## src/rtl/fft_input_loader.sv

```systemverilog
// ---------------------------------------------------------------------------
// FftInputLoader (top module fft_input_loader)
//
// Takes a valid/ready stream of packed complex samples and writes one frame
// of N = 2**AWL samples into port A of the FFT sample RAM. The frame-ready
// flag rises at the edge where the final write commits. New input is held
// off until the FFT core acknowledges the frame.
//
// Optional build macro BITREV_ADDR_EN:
//   defined   -> write address is the bit-reverse of the sample count
//   undefined -> write address is the sample count (natural order)
// Timing and handshake behaviour are the same in both builds.
// ---------------------------------------------------------------------------
module fft_input_loader #(
    parameter int DWL = 16,
    parameter int AWL = 8
) (
    input  logic           CLK,
    input  logic           RST_N,
    input  logic           i_VALID,
    output logic           o_READY,
    input  logic [DWL-1:0] i_DATA,
    input  logic           i_LAST,
    output logic           o_RAM_EN,
    output logic           o_RAM_WrE,
    output logic [AWL-1:0] o_RAM_ADDR,
    output logic [DWL-1:0] o_RAM_DATA,
    output logic           o_FRAME_RDY,
    input  logic           i_FRAME_ACK,
    output logic           o_ERR
);

    typedef enum logic [1:0] {
        LOAD  = 2'd0,
        FLUSH = 2'd1,
        FULL  = 2'd2
    } state_t;

    localparam logic [AWL-1:0] LAST_IDX = '1;

    state_t         state_q,    state_d;
    logic [AWL-1:0] count_q,    count_d;
    logic           ramEn_q,    ramEn_d;
    logic [AWL-1:0] ramAddr_q,  ramAddr_d;
    logic [DWL-1:0] ramData_q,  ramData_d;
    logic           frameRdy_q, frameRdy_d;
    logic           err_q,      err_d;

    logic           xfer;
    logic           atLast;

    // Maps a sample index onto its RAM slot for the in-place FFT.
    function automatic logic [AWL-1:0] wrAddr(input logic [AWL-1:0] c);
        logic [AWL-1:0] r;
`ifdef BITREV_ADDR_EN
        for (int b = 0; b < AWL; b++) begin
            r[AWL-1-b] = c[b];
        end
`else
        r = c;
`endif
        return r;
    endfunction

    assign xfer   = i_VALID && (state_q == LOAD);
    assign atLast = (count_q == LAST_IDX);

    // Next-state decode: accept samples in LOAD, spend one cycle draining the
    // last write, then park in FULL until the FFT core acknowledges.
    always_comb begin
        state_d    = state_q;
        count_d    = count_q;
        ramEn_d    = 1'b0;
        ramAddr_d  = ramAddr_q;
        ramData_d  = ramData_q;
        frameRdy_d = frameRdy_q;
        err_d      = err_q;

        case (state_q)
            LOAD: begin
                if (xfer) begin
                    count_d   = count_q + 1'b1;
                    ramEn_d   = 1'b1;
                    ramAddr_d = wrAddr(count_q);
                    ramData_d = i_DATA;
                    if (atLast || i_LAST) begin
                        state_d = FLUSH;
                        err_d   = err_q | (i_LAST != atLast);
                    end
                end
            end
            FLUSH: begin
                state_d    = FULL;
                frameRdy_d = 1'b1;
            end
            FULL: begin
                if (i_FRAME_ACK) begin
                    state_d    = LOAD;
                    count_d    = '0;
                    frameRdy_d = 1'b0;
                    err_d      = 1'b0;
                end
            end
            default: begin
                state_d = LOAD;
                count_d = '0;
            end
        endcase
    end

    // State and registered RAM-side outputs; reset drops any partial frame
    // but leaves RAM contents alone.
    always_ff @(posedge CLK) begin
        if (!RST_N) begin
            state_q    <= LOAD;
            count_q    <= '0;
            ramEn_q    <= 1'b0;
            ramAddr_q  <= '0;
            ramData_q  <= '0;
            frameRdy_q <= 1'b0;
            err_q      <= 1'b0;
        end else begin
            state_q    <= state_d;
            count_q    <= count_d;
            ramEn_q    <= ramEn_d;
            ramAddr_q  <= ramAddr_d;
            ramData_q  <= ramData_d;
            frameRdy_q <= frameRdy_d;
            err_q      <= err_d;
        end
    end

    assign o_READY     = (state_q == LOAD);
    assign o_RAM_EN    = ramEn_q;
    assign o_RAM_WrE   = ramEn_q;
    assign o_RAM_ADDR  = ramAddr_q;
    assign o_RAM_DATA  = ramData_q;
    assign o_FRAME_RDY = frameRdy_q;
    assign o_ERR       = err_q;

endmodule

```

## config.mk

```make
export PLATFORM = sky130hd
export DESIGN_NAME = fft_input_loader
export DESIGN_NICKNAME = d
export VERILOG_FILES = /design/src/rtl/fft_input_loader.sv
export SDC_FILE = /design/constraint.sdc
export NUM_CORES = 1
export LEC_CHECK = 0
export ABC_AREA = 1
export ABC_CLOCK_PERIOD_IN_PS = 1150
export CAP_MARGIN = 10
export CORE_ASPECT_RATIO = 2
export CORE_MARGIN = 10
export CORE_UTILIZATION = 40
export CTS_CLUSTER_DIAMETER = 60
export DETAILED_ROUTE_END_ITERATION = 16
export PLACE_DENSITY_LB_ADDON = 0.2
export SLEW_MARGIN = 20
export SYNTH_ARGS = -nofsm -noshare
export SYNTH_HDL_FRONTEND = slang
export SYNTH_SLANG_ARGS = --single-unit
```

## constraint.sdc

```tcl
create_clock -name CLK -period 1.15 [get_ports CLK]
set_input_delay 0.23 -clock CLK [delete_from_list [all_inputs] [get_ports CLK]]
set_output_delay 0.23 -clock CLK [all_outputs]
set_load 0.03 [all_outputs]
```

==> Word-level counts from Yosys, hierarchy flattened <==
Cells that the tools add are included.
{ "word_totals": {"ff_bits": 37, "in_bits": 21, "out_inout_bits": 29, "word_cells": 41} }
{ "op_classes": {"addsub": 1, "n_eq_ne": 7, "mux": 13, "n_bitwise": 2, "n_reduce_logical": 11} }
{ "op_table": {"columns": ["cell", "n"], "rows": [
  ["case mux 8 bit (3 select lines)", 1],
  ["2-to-1 mux 8 bit", 2],
  ["adder 8 x 1 -> 8 bit, second input constant", 1],
  ["equality test 8 bit, second input constant", 1],
  ["2-to-1 mux 2 bit", 3],
  ["case mux 2 bit (3 select lines)", 1],
  ["AND reduction 2 bit", 3],
  ["AND reduction 3 bit", 2],
  ["2-to-1 mux 1 bit", 4],
  ["inequality test 2 x 1 -> 1 bit, second input constant", 2],
  ["case mux 1 bit (2 select lines)", 2],
  ["AND reduction 4 bit", 1],
  ["nonzero test 2 bit", 2],
  ["equality test 2 x 1 -> 1 bit, second input constant", 1],
  ["equality test 2 bit, second input constant", 1],
  ["logical NOT 2 bit", 1],
  ["inequality test 2 bit, second input constant", 1],
  ["logical AND 1 bit", 1],
  ["logical OR 1 bit", 1],
  ["inequality test 1 bit", 1],
  ["inverter 1 bit", 1],
  ["OR 1 bit", 1]
]} }

==> Depth between registers and ports, before layout <==
{ "depth": {"depth_word": 6, "depth_mapped": 8, "depth_no_buf": 8} }

==> Worst setup path before layout <==
OpenSTA, ideal clock, no wires.
{ "synth_timing": {"kind": "flip-flop to flip-flop", "startpoint": "register count_q[1]", "endpoint": "register err_q, in the netlist o_ERR", "setup_ns": 0.070, "t_arrival_ns": 1.174, "t_required_ns": 1.080, "setup_slack_ns": -0.094, "path_stages_with_launch": 9, "path_buffers": 0, "synth_period_minus_slack_ns": 1.244, "path_cell_list": "dfxtp_1 > ha_1 > nand2_1 > inv_1 > nand3_1 > ha_1 > nor2_1 > nand2_1 > a21oi_1"} }
{ "synth_between": {"elab_chain_len": 6, "word_cells_on_any_way": 9, "cone_classes": "3 x eq/ne; 3 x mux; 1 x bitwise; 2 x reduce/logical"} }
{ "synth_rtl": {"columns": ["item", "line", "text"], "rows": [
  ["start, declared", "42", "logic [AWL-1:0] count_q, count_d;"],
  ["start signal, assigned", "124", "count_q <= count_d;"],
  ["equality test 8 bit (*)", "66", "assign atLast = (count_q == LAST_IDX);"],
  ["inequality test 1 bit", "88", "err_d = err_q | (i_LAST != atLast);"],
  ["OR 1 bit", "88", null],
  ["2-to-1 mux 1 bit", "86", "if (atLast || i_LAST) begin"],
  ["2-to-1 mux 1 bit", "81", "if (xfer) begin"],
  ["case mux 1 bit (2 select lines)", "79", "case (state_q)"],
  ["end signal, assigned", "129", "err_q <= err_d;"],
  ["end, declared", "47", "logic err_q, err_d;"]
]} }
Mark *: on every way between the ends. The rest lies on a longest branch, timed or not. The select of a mux whose other input is x is not followed.
A chain may end at the register's enable or synchronous reset.

==> Final worst setup path <==
{ "layout_timing": {"startpoint": "register state_q[1]", "endpoint": "output port o_READY"} }
{ "layout_between": {"elab_chain_len": 1} }
{ "layout_rtl": {"columns": ["item", "line", "text"], "rows": [
  ["start, declared", "41", "state_t state_q, state_d;"],
  ["start signal, assigned", "123", "state_q <= state_d;"],
  ["logical NOT 2 bit", "133", "assign o_READY = (state_q == LOAD);"],
  ["end, declared", "21", "output logic o_READY,"]
]} }
No other way between the ends.

==> results.md <==
* Drt wl/cell at 14.1 um
* Setup crit end kind: output pin
* CP Data Arrival Time at 1000 ps
* # clock sinks at 37
* Final setup viols at 10
* Maximum vdd drop at 1060 uV
* Worst EP required at 920 ps
* Post-Route WL at 4420 um
* Port buffer count at 49
* Die H at 105 um
* Crit Path Max Fanout at 3
* Period minus WS final at 1230 ps
* N_diodes at 0
* CP Class: register to output pin
* NetSw at 0.000912 W
* Mapped Cells at 189
* Layout cell share with drive strength beyond 1 at 35.5%
* PD cells at 1260 nW/um2
* Hold crit path type: input pin to register
* #FFs+latches synth at 37
* Clock Latency Late Sink at 290 ps
* Clk buf depth at 2
* Final cell count without fillers at 313
* Hold Fails Final Rpt at 0
* Seq pwr share at 45.3%
* Actual slew at the worst max-slew pin at 200 ps
* Vias/cell at 4.78
* Final Power at 0.00314 W
* DR iter-0 viols at 17
* Slack of the worst reg-to-reg path at -70 ps
* First-pass GRT wire length at 6400 um
* Failing checks: setup timing
* Layout area overhead at 73.3%
* Synthesis Warnings at 0
* Max_cap viols at 0
* Leakage at 1.11 nW
* Syn Area/Cell at 7.61 um2
* Clock root cell: clkbuf_8
* # hold bufs at CTS at 0
* Status: complete, but fails checks
* Final worst-path cycle share at 107%
* Setup Skew at 6.36 ps
* Slew HR at 86.6%
* Remaining Overflow, GRT at 0
* Core footprint at 3420 um2
* Comb pwr share at 25.9%
* Clock share of power at 28.8%
* Final worst setup slack at -77.5 ps
* Number of buffers created by CTS at 5
* Io pins at 50
* Initial antenna violation count at 0
* CTS clock-pin slew for the worst setup and hold paths at 70 ps
* Fin nets at 288
* Placed insts at 298
* Synth cell types at 22
* Internal power at 0.00223 W
* Area after DPL at 2130 um2
* Gr usage total at 12.0%
* Critical path startpoint category: register
* First drt pass iteration count at 4
* Synthesized area at 1440 um2
* Finished Cell Area at 2490 um2
* Die Span X at 62.4 um
* RSZ-0062 raised after global routing: true
* Final ANT Viol Nets at 0
* Hold WS at 335 ps
* GP Congestion at 0.781
* Fmax at 815 MHz
* Syn Nets at 212
* Max H-tree Level at 2
* Post-DP HPWL at 3060 um
* Switching share of power at 29.1%
* Vias in the first global route at 1363
* Pin count of the biggest net entering global routing at 26
* Initial core utilization at 42.1%
* Max-slew violation count at 0
* Post-route DRC at 0
* Finished Core Util at 72.9%
* CTS tree: built
* Sequential area share after synthesis at 51.5%
* Die Area at 6540 um2
* Via count at 1495
* Std-Cell Rows at 30
-- cell type report --
type	count	area (um2)
clock buffer	7	86.3
multi-input combinational	125	719
tap	48	60.1
sequential	37	751
timing repair buffer	78	790
inverter	18	85.1
fill	247	925
-- synthesized netlist by cell type --
master,number,area (um2)
dfxtp_1,37,741
buf_2,3,15.0
a21oi_1,12,60.1
nor2_4,1,11.3
nor3_1,2,10.0
buf_6,1,11.3
clkbuf_1,2,7.51
nor2_2,1,6.26
nand3_2,1,10.0
buf_1,1,3.75
o21ai_1,1,5.00
nor2_1,50,188
nand2_4,1,11.3
nand2_2,1,6.26
inv_2,2,7.51
nand3_1,5,25.0
inv_1,16,60.1
o21ai_0,25,125
nand2_1,20,75.1
buf_4,2,15.0
nand4_1,3,18.8
ha_1,2,25.0
-- layer usage --
metal / part of all wire, % / vias to the layer above / wire, um / global-route usage [%]
met4: 3.3 / 0 / 144 / 7.23
met2: 59 / 33 / 2600 / 22.6
met5: 0 / - / 0 / 0
met3: 3.3 / 12 / 148 / 3.32
met1: 35 / 702 / 1530 / 11.0
li1: - / 748 / - / -
-- power by group through the flow --
stage	registers [W]	clock network [W]	logic, W
4_1_cts	0.00142	0.000932	0.000677
3_5_place_dp	0.00145	0	0.000676
5_1_grt	0.00143	0.000977	0.000865
2_1_floorplan	0.00159	0	0.000216
3_3_place_gp	0.00145	0	0.000667
6_report	0.00142	0.000904	0.000813
-- layout by cell type, fill, tap and decap left out --
| cell type | n |
|---|---|
| o21ai_0 | 24 |
| dfxtp_2 | 2 |
| inv_4 | 2 |
| nand2_4 | 3 |
| nand3_2 | 3 |
| a21oi_2 | 3 |
| nor2_4 | 4 |
| dfxtp_1 | 33 |
| o21ai_1 | 1 |
| dfxtp_4 | 2 |
| clkinv_8 | 1 |
| nor3_1 | 1 |
| clkbuf_1 | 1 |
| ha_4 | 2 |
| nor2_2 | 1 |
| a21oi_1 | 9 |
| clkdlybuf4s50_1 | 18 |
| nand4_1 | 3 |
| clkbuf_16 | 3 |
| nand3_4 | 1 |
| o21ai_4 | 1 |
| buf_12 | 5 |
| buf_6 | 7 |
| inv_1 | 13 |
| nand2_1 | 17 |
| nor2_1 | 47 |
| buf_8 | 1 |
| nand3_1 | 2 |
| clkbuf_8 | 6 |
| nand2_8 | 2 |
| inv_2 | 2 |
| buf_4 | 42 |
| nor3_2 | 1 |
| dlymetal6s2s_1 | 2 |
-- cells by family (layout without fill, tap and decap cells) --
| group | Yosys count | count (layout) | share of synthesized area [%] |
|---|---|---|---|
| flip-flops | 37 | 37 | 51.5 |
| AO/OA/AOI/OAI | 38 | 38 | 13.2 |
| adder cells (fa/ha/maj) | 2 | 2 | 1.74 |
| AND/OR/NAND/NOR | 85 | 85 | 25.2 |
| buffers and inverters | 27 | 103 | 8.35 |
-- sequential cells by signal (all words and copies together), names as in the netlist --
name / cells
count_q: 8
o_FRAME_RDY: 1
o_RAM_DATA: 16
state_q: 2
o_RAM_EN: 1
o_RAM_ADDR: 8
o_ERR: 1
-- worst max-delay path: stages (launching register included) --
cell and delay (ps):
dfxtp_4 360, nor2_4 190, buf_6 160
-- path summary, 6_finish.rpt --
| kind | end | startpoint | cells after the start |
|---|---|---|---|
| worst max-delay path | o_READY | state_q[1] | 2 |
| worst min-delay path | o_ERR | i_FRAME_ACK | 4 |
| worst max register to register | o_ERR | count_q[1] | 7 |
| worst min register to register | o_ERR | o_ERR | 2 |
-- timing repair --
action | 4_1_cts | 5_1_grt
buffers inserted | 1 | 7
endpoints found under the setup margin | 2 | 35
gates resized for setup | 0 | 44
endpoints found under the hold margin | 0 | 0
cloned | 0 | 3
pin swaps | 0 | 19
-- stage by stage --
stage	setup TNS, ps	setup slack (ps)
CTS	-119	-65.4
global placement	-6750	-252
finish	-300	-77.5
detailed placement	-7480	-274
global route	-2100	-147
floorplan	-26.8	-18.0
No activity file was read; power rests on OpenSTA's default activity.
